==> config.mk <==
export PLATFORM = sky130hd
export DESIGN_NAME = mem_stage
export DESIGN_NICKNAME = d
export VERILOG_FILES = /design/src/rtl/mem_stage.sv
export SDC_FILE = /design/constraint.sdc
export NUM_CORES = 1
export LEC_CHECK = 0
export ABC_AREA = 0
export BUFFER_PORTS_ARGS = -buffer_cell sky130_fd_sc_hd__buf_2
export CAP_MARGIN = 20
export CORE_MARGIN = 5
export CORE_UTILIZATION = 56
export DETAILED_ROUTE_END_ITERATION = 12
export GPL_ROUTABILITY_DRIVEN = 0
export PLACE_DENSITY = 0.79
export RECOVER_POWER = 100
export SYNTH_ARGS = -nofsm -noshare
export SYNTH_HDL_FRONTEND = slang
export SYNTH_SLANG_ARGS = --single-unit
==> constraint.sdc <==
create_clock -name clk -period 4.6 [get_ports clk]
set_clock_uncertainty 0.15 [all_clocks]
set_input_delay 0.92 -clock clk [delete_from_list [all_inputs] [get_ports clk]]
set_output_delay 0.92 -clock clk [all_outputs]
set_load 0.05 [all_outputs]
==> src/rtl/mem_stage.sv <==
// mem_stage: fourth pipeline stage of the CPU.
// Holds the EX/MEM pipeline register and the word-addressed data memory, and
// resolves conditional branches. It hands the taken-branch target back to IF
// and passes write-back control, ALU result, load data and tags on to WB.
module mem_stage #(
  parameter int ADDR_W = 5
) (
  input  logic        clk,
  input  logic        rst_n,
  input  logic        ex_wreg,
  input  logic        ex_m2reg,
  input  logic        ex_wmem,
  input  logic [31:0] ex_aluR,
  input  logic [31:0] ex_inB,
  input  logic [4:0]  ex_destR,
  input  logic        ex_branch,
  input  logic [31:0] ex_pc,
  input  logic        ex_zero,
  input  logic [3:0]  EXE_ins_type,
  input  logic [3:0]  EXE_ins_number,
  output logic        mem_wreg,
  output logic        mem_m2reg,
  output logic [31:0] mem_aluR,
  output logic [31:0] mem_mdata,
  output logic [4:0]  mem_destR,
  output logic        mem_pcsrc,
  output logic [31:0] mem_bpc,
  output logic [3:0]  MEM_ins_type,
  output logic [3:0]  MEM_ins_number
);

  localparam int DEPTH = 1 << ADDR_W;

  // EX/MEM pipeline register fields
  logic        wreg_r;
  logic        m2reg_r;
  logic        wmem_r;
  logic [31:0] aluR_r;
  logic [31:0] inB_r;
  logic [4:0]  destR_r;
  logic        branch_r;
  logic [31:0] pc_r;
  logic        zero_r;
  logic [3:0]  ins_type_r;
  logic [3:0]  ins_number_r;

  // Data memory; contents deliberately survive reset
  logic [31:0] dmem_r [DEPTH];

  // Word index: byte offset [1:0] dropped, high bits dropped so addresses wrap
  logic [ADDR_W-1:0] word_idx_s;
  logic              pcsrc_s;

  assign word_idx_s = aluR_r[ADDR_W+1:2];

  // EX/MEM register: no enable, stalls arrive as bubbles; async clear on reset
  always_ff @(posedge clk or negedge rst_n) begin
    if (!rst_n) begin
      wreg_r       <= 1'b0;
      m2reg_r      <= 1'b0;
      wmem_r       <= 1'b0;
      aluR_r       <= 32'd0;
      inB_r        <= 32'd0;
      destR_r      <= 5'd0;
      branch_r     <= 1'b0;
      pc_r         <= 32'd0;
      zero_r       <= 1'b0;
      ins_type_r   <= 4'd0;
      ins_number_r <= 4'd0;
    end else begin
      wreg_r       <= ex_wreg;
      m2reg_r      <= ex_m2reg;
      wmem_r       <= ex_wmem;
      aluR_r       <= ex_aluR;
      inB_r        <= ex_inB;
      destR_r      <= ex_destR;
      branch_r     <= ex_branch;
      pc_r         <= ex_pc;
      zero_r       <= ex_zero;
      ins_type_r   <= EXE_ins_type;
      ins_number_r <= EXE_ins_number;
    end
  end

  // Store commits at the edge ending its MEM cycle; wmem_r is cleared during
  // reset, so a store caught by reset never reaches the array
  always_ff @(posedge clk) begin
    if (wmem_r) begin
      dmem_r[word_idx_s] <= inB_r;
    end
  end

  // Branch resolution from registered state only, so the select is glitch-free
  always_comb begin
    pcsrc_s = 1'b0;
    if (branch_r && zero_r) begin
      pcsrc_s = 1'b1;
    end else begin
      pcsrc_s = 1'b0;
    end
  end

  assign mem_wreg       = wreg_r;
  assign mem_m2reg      = m2reg_r;
  assign mem_aluR       = aluR_r;
  assign mem_mdata      = dmem_r[word_idx_s];
  assign mem_destR      = destR_r;
  assign mem_pcsrc      = pcsrc_s;
  assign mem_bpc        = pc_r;
  assign MEM_ins_type   = ins_type_r;
  assign MEM_ins_number = ins_number_r;

endmodule

==> summary.txt, run 1 <==
Status -> finished, violations left
Fin area -> 48100 um^2
RSZ-0062 raised after global routing -> no
Crit-path max cell delay -> 1.77 ns
#FFs+latches synth -> 1138
Global Route Usage Sum -> 25.7%
Die X -> 284 um
Crit path from -> mem_aluR[3]
Post-CTS Hold Buffers -> 0
Sw Ratio -> 21.8%
Avg Inst Size Synth -> 19.1 um^2
Cells along the critical path -> buf_4, nand3_1, nor2_1, clkbuf_2
Overall Power -> 21.6 mW
Number of CTS-inserted buffers -> 109
FILL cells -> 4857
Pin count of the biggest net entering global routing -> 68
Boundary pin count -> 228
Core Region -> 74300 um^2
Hold depth -> 1
Fraction of layout cells with a size suffix above 1 -> 16.1%
Commonest non-fill, non-tap cell in the layout -> edfxtp_1
Fin util -> 64.7%
Clock transition at the registers of the reported paths -> 0.07 ns
Highest clock rate -> 218 MHz
Avg Vias per Cell -> 6.33
Critical Path Sink -> dmem_r[3][31]
Flop-to-flop setup slack -> 0.02 ns
Synthesized netlist net count -> 2306
Clk root buf -> clkbuf_16
First-pass GRT wire length -> 153 mm
Synth Warn # -> 0
Largest cells by area after synthesis -> edfxtp_1 73%, mux2i_1 12%, dfrtp_1 6.8%
Period utilisation layout -> 99.5%
Lkg Pwr -> 17.2 nW
Longest Clk Path Bufs -> 3
Row count -> 100
CP Class -> register to register
Worst setup margin -> 0.0210 ns
Slew @ Worst Pin -> 3.42 ns
FF-to-FF path depth -> 4
Worst hold-check path type -> input port to register
Non-Filler Instances -> 3587
DR WL/cell -> 29.3 um
IO Port Bufs -> 227
Most frequent cells in the layout -> 1024 x edfxtp_1, 512 x mux2i_1, 254 x o22ai_1
Pwr per Cell Area -> 449 nW/um^2
Failing checks -> max-capacitance violations, max-slew violations
Seq/Total Area, Yosys -> 80.2%
H-tree depth -> 3
Via count -> 22.7k
Final Hold Slack -> 0.201 ns
Final setup TNS -> 0 ns
DR pass1 iterations -> 6
Final hold vios -> 0
DRC -> 0
HPWL Detailed -> 60.3 mm
Clock sinks -> 1138
Worst EP arrival -> 4.71 ns
Rel. slew slack -> -128%
P_sw -> 4.71 mW
Gate Count Post-Synth -> 2190
Initial antenna violation count -> 7
Placed cell area -> 45100 um^2
ANT nets after route -> 0
Total gr overflow -> 0
P&R area growth vs syn -> 14.8%
Clock share of power -> 41.1%
Setup violations, final -> 0
Post-Place Cells -> 3374
Final Max Slew Viols -> 573
Dpl ws -> 0.579 ns
Pint -> 16.9 mW
Sequential share of power -> 53.8%
Post-synth cell types -> 24
Netlist Area Pre-Place -> 41900 um^2
CP Max Fanout -> 18
Initial Utilization -> 56.4%
Logic pwr share -> 5.2%
Number of global-route vias before repair -> 23.3k
Worst R2R Start -> mem_aluR[3]
Max Cap Viol -> 29
Startpoint Class -> register
CP Capture Type -> register
Max rail drop VDD -> 0.000317 V
Initial DRC count -> 2417
CTS tree -> done
Skew-Pair Late Insertion Delay -> 0.67 ns
Minimum clock period -> 4.58 ns
CP max stage cell -> nor2_1
Nets -> 2640
Cell taking the most area after synthesis -> edfxtp_1
Die Area -> 80400 um^2
Worst R2R End -> dmem_r[3][31]
WP data required -> 4.73 ns
Die height -> 284 um
Routed WL -> 105 mm
Top cell type's share of synthesized area -> 73.4%
## flip-flops by register name (all words and copies together), names as in the netlist
name	cells
dmem_r	1024
inB_r	32
mem_aluR	32
mem_bpc	32
mem_destR	5
MEM_ins_number	4
MEM_ins_type	4
branch_r	1
mem_m2reg	1
mem_wreg	1
wmem_r	1
zero_r	1
## cell usage after synthesis
master,number
edfxtp_1,1024
mux2i_1,512
o22ai_1,254
dfrtp_1,114
buf_2,81
nor4_1,64
nand2_1,34
clkbuf_1,30
nor2_1,29
buf_6,10
nand4bb_1,6
nand3b_1,4
nand4b_1,4
nor3_1,4
or4b_1,4
buf_4,3
or3b_2,3
buf_1,2
nand3_1,2
o22ai_2,2
and2_1,1
nand4_1,1
or3_1,1
or4_1,1
## cell families after synthesis
logic type / Yosys count / synth area share [%]
compound gates: 256 / 3.85
buf+inv: 126 / 1.58
flops: 1138 / 80.2
mux: 512 / 12.2
simple gates: 158 / 2.13
## worst min path at each step
stage,start,to,slack [ns]
6_report,ex_inB[22],inB_r[22],0.20
5_1_grt,ex_inB[13],inB_r[13],0.18
4_1_cts,rst_n,mem_destR[2],0.08
3_5_place_dp,rst_n,mem_destR[2],0.79
3_3_place_gp,inB_r[20],dmem_r[25][20],0.77
2_1_floorplan,rst_n,MEM_ins_number[0],0.47
## what timing repair did
action / 4_1_cts / 5_1_grt
buffers inserted: 4 / 0
gates resized for setup: 2 / 4
setup endpoints to repair: 24 / 12
pin swaps: 1 / 0
## metal layers
metal	global-route usage [%]	share of wire [%]	vias to the layer above	wire length [um]
met5	0	0.045	-	47
met4	10.6	4.1	6	4300
li1	-	-	9511	-
met3	7.01	12	269	12400
met1	34.0	37	11500	38400
met2	40.8	48	1448	50000
## power by group through the flow
| stage | clock (mW) | sequential, mW | combinational [mW] |
|---|---|---|---|
| global placement | 0 | 11.8 | 1.09 |
| floorplan | 0 | 11.9 | 0.608 |
| finish | 8.86 | 11.6 | 1.12 |
| global route | 9.43 | 11.6 | 1.16 |
| CTS | 8.95 | 11.6 | 1.12 |
| detailed placement | 0 | 11.8 | 1.11 |
## layout make-up
class,count,area (um^2),share of cell area (%)
Antenna cell,2,5.00,0.0104
Clock buffer,137,2910,6.04
Clock inverter,66,657,1.37
Multi-Input combinational cell,926,7730,16.1
Sequential cell,1138,33600,69.9
Tap cell,969,1210,2.52
Timing Repair Buffer,349,1980,4.12
## critical path: cells and delay by family (launching register included)
family,cells,cell delay (ns)
flip-flops,1,0.77
buffers and inverters,2,1.23
AND/OR/NAND/NOR,2,1.97
Power figures use the tool's default switching activity.
==> run 2: changes to the inputs <==
==> constraint.sdc (replaced) <==
create_clock -name clk -period 4.6 [get_ports clk]
set_clock_uncertainty 0.15 [all_clocks]
set_input_delay 0.46 -clock clk [delete_from_list [all_inputs] [get_ports clk]]
set_output_delay 0.46 -clock clk [all_outputs]
set_load 0.05 [all_outputs]
==> run 2 against run 1 <==
- the run ends with max-capacitance violations, max-slew violations, negative setup slack left
- critical path depth did not move
- critical endpoint is now dmem_r[23][16]
- wire length barely moved
- sequential power barely moved
- largest power group unchanged
- power fell by 1.8%
==> summary.txt, run 2 (synthesis results as in run 1) <==
Global Route Usage Sum -> 25.7%
Die Area -> 80400 um^2
Worst hold start -> ex_aluR[3]
Hold depth -> 2
Core Region -> 74300 um^2
ANT nets after route -> 0
Worst EP arrival -> 4.76 ns
Overall Power -> 21.2 mW
Via count -> 23.0k
Hold EP -> mem_aluR[3]
IO Port Bufs -> 227
H-tree depth -> 3
Flop-to-flop setup slack -> -0.003 ns
Row count -> 100
Clock transition at the registers of the reported paths -> 0.06 ns
Highest clock rate -> 217 MHz
Commonest non-fill, non-tap cell in the layout -> edfxtp_1
Number of CTS-inserted buffers -> 107
Minimum clock period -> 4.60 ns
Clock sinks -> 1138
DRC -> 0
Boundary pin count -> 228
Status -> finished, violations left
Final setup TNS -> -0.00264 ns
Skew-Pair Late Insertion Delay -> 0.68 ns
Period utilisation layout -> 100%
CP Max Fanout -> 38
Number of global-route vias before repair -> 23.0k
Worst hold-check path type -> input port to register
Pwr per Cell Area -> 433 nW/um^2
Setup violations, final -> 1
Final Max Slew Viols -> 360
Most frequent cells in the layout -> 1024 x edfxtp_1, 512 x mux2i_1, 254 x o22ai_1
Fin util -> 65.8%
RSZ-0062 raised after global routing -> no
Fin area -> 48900 um^2
DR pass1 iterations -> 6
Rel. slew slack -> -52.2%
Clk root buf -> clkbuf_16
Total gr overflow -> 0
Failing checks -> max-capacitance violations, max-slew violations, negative setup slack
Die height -> 284 um
DR WL/cell -> 28.7 um
Max rail drop VDD -> 0.000281 V
FF-to-FF path depth -> 4
CTS tree -> done
HPWL Detailed -> 57.9 mm
CP Capture Type -> register
Nets -> 2720
Initial Utilization -> 56.4%
Placed cell area -> 44900 um^2
WP data required -> 4.76 ns
Routed WL -> 105 mm
Worst R2R End -> dmem_r[23][16]
Die X -> 284 um
Initial antenna violation count -> 8
Pin count of the biggest net entering global routing -> 89
First-pass GRT wire length -> 153 mm
Worst setup margin -> -0.00264 ns
Final Hold Slack -> 0.275 ns
Fraction of layout cells with a size suffix above 1 -> 14.3%
Largest Register -> dmem_r
CP Class -> register to register
Lkg Pwr -> 17.5 nW
Slew @ Worst Pin -> 2.27 ns
Startpoint Class -> register
P&R area growth vs syn -> 16.7%
Avg Vias per Cell -> 6.29
Longest Clk Path Bufs -> 3
Worst R2R Start -> mem_aluR[3]
Max FFs per register -> 1024
Max Cap Viol -> 16
Final hold vios -> 0
Initial DRC count -> 3095
==> run 2: how the worst max path moves through the flow <==
stage / slack [ns] / cells after the start / endpoint / from
after floorplan: 0.05 / 6 / dmem_r[27][0] / mem_aluR[3]
after global placement: 0.84 / 6 / mem_mdata[25] / mem_aluR[4]
after detailed placement: 0.70 / 6 / mem_mdata[25] / mem_aluR[4]
after CTS: 0.008 / 6 / mem_mdata[22] / mem_aluR[4]
after global routing: 0.008 / 6 / mem_mdata[19] / mem_aluR[4]
final: -0.003 / 4 / dmem_r[23][16] / mem_aluR[3]
==> run 2: power by group <==
group          leakage, nW  switching, mW  internal, mW
clock network         1.64           3.63          4.78
registers             10.6          0.184          11.4
logic                 5.32          0.777         0.383
total                 17.5           4.59          16.6
==> run 2: final cells by class <==
type | instances | area (um^2)
antenna | 5 | 12.5
timing repair buffer | 431 | 2950
sequential | 1138 | 33600
multi-input combinational | 926 | 7750
clock inverter | 53 | 432
tap | 969 | 1210
clock buffer | 145 | 2920
fill | 4798 | 25400
==> run 2: metrics by stage <==
step	cells	setup slack, ns
finish	3667	-0.00264
CTS	3662	0.00831
detailed placement	3349	0.703
floorplan	2190	0.0458
global placement	3349	0.838
global route	3663	0.00810
==> run 2: critical path, stage by stage (launching register included) <==
cell	delay (ns)
dfrtp_4	0.98
buf_4	0.49
nand3_1	0.28
nor2_1	1.58
clkbuf_4	0.66
==> run 2: timing repair <==
action,4_1_cts,5_1_grt
cloned,0,0
gates resized for setup,1,2
setup endpoints to repair,2,3
buffers inserted,0,0
endpoints found under the hold margin,200,0
hold buffers,115,0
==> run 2: metal layers <==
metal  vias to the layer above  GRT usage (%)  share of wire (%)
met5                         -              0              0.032
met4                         6           7.97                3.2
met1                     11700           34.7                 37
met2                      1464           41.4                 48
li1                       9684              -                  -
met3                       224           6.94                 12
